**src/rtl/interrupt_ctrl.sv**
```systemverilog
// interrupt_ctrl: IF/IE registers, IME master-enable state machine with EI delay, and
// a fixed-priority encoder for the five interrupt sources. The encoder output feeds
// the PC block.
//
// Sources: bit0 VBlank, bit1 STAT, bit2 Timer, bit3 Serial, bit4 Joypad.
//
// Ports:
//   clock, reset          system clock; asynchronous active-low reset
//   int_src[4:0]          one-cycle request pulses, set IF bits
//   addr_bus, data_in,    CPU register access to IF (0xFF0F) and IE (0xFFFF)
//   write_en
//   data_out, reg_sel     combinational read data / register-hit flag
//   ei, di, reti          instruction strobes driving IME
//   instr_boundary        last cycle of each instruction
//   int_request, int_ack  dispatch handshake with the control unit
//   int_pc_out[2:0]       vector index (address 0x0040 + 8*index)
//   ime                   master-enable status
//   halt_wake             HALT exit condition
//
// Build option: define INT_HALT_WAKE_EN to drive halt_wake from pending interrupts
// (independent of IME). Otherwise halt_wake is tied low.
module interrupt_ctrl (
    input  logic        clock,
    input  logic        reset,
    input  logic [4:0]  int_src,
    input  logic [15:0] addr_bus,
    input  logic [7:0]  data_in,
    input  logic        write_en,
    output logic [7:0]  data_out,
    output logic        reg_sel,
    input  logic        ei,
    input  logic        di,
    input  logic        reti,
    input  logic        instr_boundary,
    output logic        int_request,
    input  logic        int_ack,
    output logic [2:0]  int_pc_out,
    output logic        ime,
    output logic        halt_wake
);

    localparam logic [15:0] AddrIf = 16'hFF0F;
    localparam logic [15:0] AddrIe = 16'hFFFF;

    typedef enum logic [1:0] {
        ImeOff,
        EiDelay,
        ImeOn,
        Dispatch
    } state_e;

    state_e      state_q, state_d;
    logic [4:0]  if_q, if_d;
    logic [7:0]  ie_q;
    logic [2:0]  idx_q;
    logic [4:0]  pending;
    logic [2:0]  win_idx;
    logic        sel_if, sel_ie;
    logic        ack_clr;
    logic        take_dispatch;

    assign sel_if  = (addr_bus == AddrIf);
    assign sel_ie  = (addr_bus == AddrIe);
    assign reg_sel = sel_if | sel_ie;

    always_comb begin
        data_out = 8'h00;
        if (sel_if) begin
            data_out = {3'b111, if_q};
        end else if (sel_ie) begin
            data_out = ie_q;
        end
    end

    assign pending = ie_q[4:0] & if_q;

    // Lowest set bit wins: scan from the top so lower indices overwrite.
    always_comb begin
        win_idx = 3'd0;
        for (int i = 4; i >= 0; i--) begin
            if (pending[i]) begin
                win_idx = 3'(i);
            end
        end
    end

    assign ack_clr       = (state_q == Dispatch) && int_ack;
    assign take_dispatch = (state_q == ImeOn) && !di && instr_boundary && (pending != 5'd0);

    // Write first, then ack clear, then new requests so a pulse is never lost.
    always_comb begin
        if_d = if_q;
        if (write_en && sel_if) begin
            if_d = data_in[4:0];
        end
        if (ack_clr) begin
            if_d = if_d & ~(5'b00001 << idx_q);
        end
        if_d = if_d | int_src;
    end

    always_ff @(posedge clock or negedge reset) begin
        if (!reset) begin
            if_q  <= 5'd0;
            ie_q  <= 8'h00;
            idx_q <= 3'd0;
        end else begin
            if_q <= if_d;
            if (write_en && sel_ie) begin
                ie_q <= data_in;
            end
            // Index is frozen for the whole dispatch and held afterwards.
            if (take_dispatch) begin
                idx_q <= win_idx;
            end
        end
    end

    // State register
    always_ff @(posedge clock or negedge reset) begin
        if (!reset) begin
            state_q <= ImeOff;
        end else begin
            state_q <= state_d;
        end
    end

    // Next-state logic; di has priority over every other event.
    always_comb begin
        state_d = state_q;
        unique case (state_q)
            ImeOff: begin
                if (di) begin
                    state_d = ImeOff;
                end else if (ei) begin
                    state_d = EiDelay;
                end else if (reti) begin
                    state_d = ImeOn;
                end
            end
            EiDelay: begin
                if (di) begin
                    state_d = ImeOff;
                end else if (instr_boundary) begin
                    state_d = ImeOn;
                end
            end
            ImeOn: begin
                if (di) begin
                    state_d = ImeOff;
                end else if (take_dispatch) begin
                    state_d = Dispatch;
                end
            end
            Dispatch: begin
                // Instruction strobes are ignored until the control unit acks.
                if (int_ack) begin
                    state_d = ImeOff;
                end
            end
            default: state_d = ImeOff;
        endcase
    end

    // Outputs
    always_comb begin
        int_request = (state_q == Dispatch);
        ime         = (state_q == ImeOn) || (state_q == Dispatch);
    end

    assign int_pc_out = idx_q;

`ifdef INT_HALT_WAKE_EN
    assign halt_wake = |pending;
`else
    assign halt_wake = 1'b0;
`endif

endmodule

```
**config.mk**
```make
export PLATFORM = sky130hd
export DESIGN_NAME = interrupt_ctrl
export DESIGN_NICKNAME = d
export VERILOG_FILES = /design/src/rtl/interrupt_ctrl.sv
export SDC_FILE = /design/constraint.sdc
export NUM_CORES = 1
export LEC_CHECK = 0
export ABC_CLOCK_PERIOD_IN_PS = 5320
export CAP_MARGIN = 20
export CORE_MARGIN = 2
export CORE_UTILIZATION = 43
export CTS_CLUSTER_SIZE = 25
export DETAILED_ROUTE_END_ITERATION = 7
export PLACE_DENSITY = 0.92
export SLEW_MARGIN = 10
export SYNTH_ARGS = -nofsm -noshare
export SYNTH_HDL_FRONTEND = slang
export SYNTH_SLANG_ARGS = --single-unit
```
**constraint.sdc**
```tcl
create_clock -name clock -period 5.32 [get_ports clock]
set_clock_uncertainty 0.15 [all_clocks]
set_input_delay 1.596 -clock clock [delete_from_list [all_inputs] [get_ports clock]]
set_output_delay 1.596 -clock clock [all_outputs]
set_load 0.01 [all_outputs]
```
# Word-level counts from Yosys, hierarchy flattened
# Cells that the tools add are included.
[word_totals]
ff_bits = 18
in_bits = 37
out_inout_bits = 15
word_cells = 48
[op_classes]
n_eq_ne = 9
n_shift = 1
mux = 18
bitwise = 5
reduce_logical = 11
[op_table]
columns = ["operator", "count"]
rows = [
  ["$eq A16 B16 Y1 const B", 2],
  ["$mux W2", 8],
  ["$mux W8", 2],
  ["$mux W3", 5],
  ["$and A5 B5 Y5", 2],
  ["$mux W5", 2],
  ["$pmux W2 S4", 1],
  ["$logic_and A1 B1 Y1", 6],
  ["$ne A3 B3 Y1 const B", 2],
  ["$not A5 Y5", 1],
  ["$or A5 B5 Y5", 1],
  ["$reduce_bool A5 Y1", 1],
  ["$shl A1 B3 Y5 const A", 1],
  ["$eq A2 B2 Y1 const B", 2],
  ["$ne A4 B4 Y1 const B", 1],
  ["$reduce_and A4 Y1", 1],
  ["$eq A2 B1 Y1 const B", 1],
  ["$logic_not A2 Y1", 1],
  ["$ne A2 B1 Y1 const B", 1],
  ["$logic_not A1 Y1", 1],
  ["$logic_or A1 B1 Y1", 1],
  ["$or A1 B1 Y1", 1],
]

# Logic depth before layout (Yosys ltp)
[logic_depth]
ltp_word = 7
mapped_depth = 5
ltp_nobuf = 4

# Worst setup path before layout
# OpenSTA, ideal clock, no wires.
[synth_timing]
path_type = "in2out"
start = "input port addr_bus[4]"
end = "output port data_out[5]"
arrival_time_ps = 2795
required_time_ps = 3574
setup_slack_ps = 779
path_stages = 4
n_path_buf = 1
path_cell_list = "or4_4 > buf_6 > a21oi_1 > o21a_1"
[synth_via]
elab_chain_len = 3
elab_cells_between_ends = 4
cone_classes = "2 x eq/ne; 2 x mux"
[synth_rtl]
columns = ["element", "line", "source"]
rows = [
  ["start, declared", "26", "input logic [15:0] addr_bus,"],
  ["$eq A16 B16 Y1", "63", "assign sel_ie = (addr_bus == AddrIe);"],
  ["$mux W8", "70", "end else if (sel_ie) begin"],
  ["$mux W8 (*)", "68", "if (sel_if) begin"],
  ["end, declared", "29", "output logic [7:0] data_out,"],
]
# Every way passes the cells marked *; elsewhere a longest branch is shown, timed or not.

# Final worst setup path
[layout_timing]
start = "input port addr_bus[4]"
end = "output port data_out[4]"
# Same word-level chain as after synthesis.

==> impl_metrics.env <==
export IMPL_rsz0062_at_grt="no"
export IMPL_grt_pass1_wl_um=5160
export IMPL_clockRootBuffer="clkbuf_4"
export IMPL_crit_start="addr_bus[4]"
export IMPL_fin_crit_ns=5.22
export IMPL_grt_max_degree=19
export IMPL_synthArstFlopShare_pct=100
export IMPL_clk_path_buf_depth=2
export IMPL_drv_cap=0
export IMPL_final_cell_mix="42 x clkdlybuf4s50_1, 18 x dfrtp_1, 16 x buf_4"
export IMPL_design_area_mm2=0.00173
export IMPL_area_delta_synth_final_pct=60.6
export IMPL_start_util_pct=44.3
export IMPL_dr_total_vias=1175
export IMPL_slowest_delay_ns=0.58
export IMPL_syn_nets=143
export IMPL_via_per_inst=5.85
export IMPL_critPathKind="in -> out"
export IMPL_die_h_um=54.1
export IMPL_ys_ff_latch=18
export IMPL_crit_path_start_kind="primary input"
export IMPL_cp_common_cell="buf_4"
export IMPL_final_hold_viol_count=0
export IMPL_peakVddDrop_mv=0.146
export IMPL_rows=18
export IMPL_fin_crit_sh_pct=98.1
export IMPL_grt_pass1_vias=1122
export IMPL_hold_path_class="reg -> reg"
export IMPL_synthFlopType="dfrtp_1"
export IMPL_powerDensity_mw_per_mm2=167
export IMPL_grt_ovfl_total=0
export IMPL_rr_startpoint="if_q[3]"
export IMPL_synth_cell_types=35
export IMPL_portBuffers=50
export IMPL_hpwl_um=2580
export IMPL_report_final_slew_viol_count=0
export IMPL_antenna_found_initial=0
export IMPL_grt_util_all_layers_pct=25.4
export IMPL_synth_cells=106
export IMPL_worstSkewPairLatency_ns=0.31
export IMPL_crit_path_top_delay_cell="or4_4"
export IMPL_tns_ns=0
export IMPL_final_common_cell="clkdlybuf4s50_1"
export IMPL_die_w_um=54.1
export IMPL_netlist_area_mm2=0.00108
export IMPL_tightest_slew_ns=0.905
export IMPL_synth_edf_count=0
export IMPL_htree_num_levels=1
export IMPL_routed_wl_um=3340
export IMPL_drive_above_1_share_pct=15.2
export IMPL_syn_area_per_cell_um2=10.2
export IMPL_cts_buffers=3
export IMPL_whs_ns=0.357
export IMPL_drc=0
export IMPL_total_leakage_power_nw=0.785
export IMPL_report_final_setup_viol=0
export IMPL_cp_arrival_ns=3.47
export IMPL_outcome="completed"
export IMPL_insertedDiodeCount=0
export IMPL_die_area_mm2=0.00292
export IMPL_final_cells=201
export IMPL_ys_warn_count=0
export IMPL_wl_per_cell_um=16.6
export IMPL_finalWeightedCongestion=0.870
export IMPL_multiInputGateArea_um2=589
export IMPL_path_max_fanout=4
export IMPL_cts_sinks=18
export IMPL_yosysSeqAreaShare_pct=41.8
export IMPL_total_power_mw=0.289
export IMPL_fmax_mhz=192
export IMPL_worstSetupEndpointType="output pin"
export IMPL_slew_headroom_pct=39.1
export IMPL_drtPass1Iterations=4
export IMPL_dpl_cell_count=194
export IMPL_dpl_cell_area_mm2=0.00168
export IMPL_core_mm2=0.00243
export IMPL_io_pins=52
export IMPL_final_antenna_net_count=0
export IMPL_cp_required_ns=3.57
export IMPL_path_cells="clkdlybuf4s50_1, or4_4, nor4_4, buf_4, buf_4, a22o_1, dlygate4sd2_1"
export IMPL_fillers=180
export IMPL_drtIter0Drc=37
export IMPL_nNetsFinal=209
export IMPL_cts_tree="built"
export IMPL_seq_area_um2=450
export IMPL_clk_pin_slew_ns=0.11
export IMPL_hold_start="ie_q[7]"
kinds of logic (layout without fill, tap and decap cells):
kind of cell / after synthesis / count (layout) / share of synthesized area (%)
AO/OA/AOI/OAI: 31 / 31 / 20.2
buffers and inverters: 7 / 72 / 3.60
flip-flops: 18 / 18 / 41.8
multiplexers: 9 / 9 / 9.40
other: 1 / 1 / 0.348
AND/OR/NAND/NOR: 40 / 40 / 24.7
state kept, by name (all words and copies together), names as in the netlist:
name and flops:
state_q 2, ie_q 8, if_q 5, int_pc_out 3
layer usage:
metal,vias up,GRT usage [%],wire length (um)
met3,13,4.17,194
met1,564,27.9,1290
met5,-,0,0
met4,0,12.9,121
met2,55,46.5,1740
li1,543,-,-
worst paths after layout:
| path | depth (start not counted) | slack, ns | to |
|---|---|---|---|
| max in group asynchronous | 1 | 2.93 | state_q[1] |
| setup reg to reg | 4 | 3.57 | int_pc_out[0] |
| setup / recovery | 7 | 0.10 | data_out[4] |
| min in group asynchronous | 1 | 1.59 | if_q[3] |
| hold reg to reg | 1 | 0.36 | ie_q[7] |
| hold / removal | 1 | 0.36 | ie_q[7] |
worst max-delay path: cells and delay by family:
| family | cells | cell delay [ns] |
|---|---|---|
| AND/OR/NAND/NOR | 2 | 0.77 |
| buffers and inverters | 4 | 0.97 |
| AO/OA/AOI/OAI | 1 | 0.14 |
area by class of cell:
| class | instances | share of cell area [%] |
|---|---|---|
| Timing Repair Buffer | 66 | 35.3 |
| Multi-Input combinational cell | 81 | 34.0 |
| Sequential cell | 18 | 26.0 |
| Tap cell | 30 | 2.17 |
| Clock buffer | 4 | 2.10 |
| Inverter | 2 | 0.434 |
synthesized netlist by cell type, types with 2 or more instances:
cell | number | area share [%]
nor4_1 | 2 | 1.2
nand3_1 | 2 | 0.93
dfrtp_1 | 18 | 42
nand2_1 | 10 | 3.5
a22oi_1 | 2 | 1.4
nor3_1 | 2 | 0.93
mux2_1 | 8 | 8.4
a22o_1 | 5 | 4.1
and2_1 | 3 | 1.7
o21a_1 | 5 | 3.5
a21oi_1 | 4 | 1.9
nor2_1 | 2 | 0.70
inv_1 | 2 | 0.70
o21ai_0 | 2 | 0.93
nor2b_1 | 2 | 1.2
a31oi_1 | 5 | 2.9
nand4_1 | 8 | 4.6
clkbuf_1 | 2 | 0.70
o211ai_1 | 5 | 3.5
nand3b_1 | 2 | 1.4
through the flow:
| step | utilization [%] | worst slack, ns |
|---|---|---|
| CTS | 71.2 | 0.104 |
| global route | 71.2 | 0.0302 |
| detailed placement | 69.2 | -0.0690 |
| global placement | 69.2 | -0.0467 |
| floorplan | - | 0.779 |
| finish | 71.2 | 0.103 |
timing repair:
| action | in CTS | in global routing |
|---|---|---|
| setup endpoints to repair | 8 | 0 |
| resized for setup | 8 | 0 |
| buffers inserted | 3 | 0 |
| hold buffers | 0 | 0 |
power by group:
group          total (mW)  internal, mW  switching, mW
clock network      0.0897        0.0419         0.0479
logic              0.0551        0.0358         0.0192
registers           0.144         0.139        0.00451
total               0.289         0.217         0.0716
Note: power is estimated with default switching activity, not from simulation.
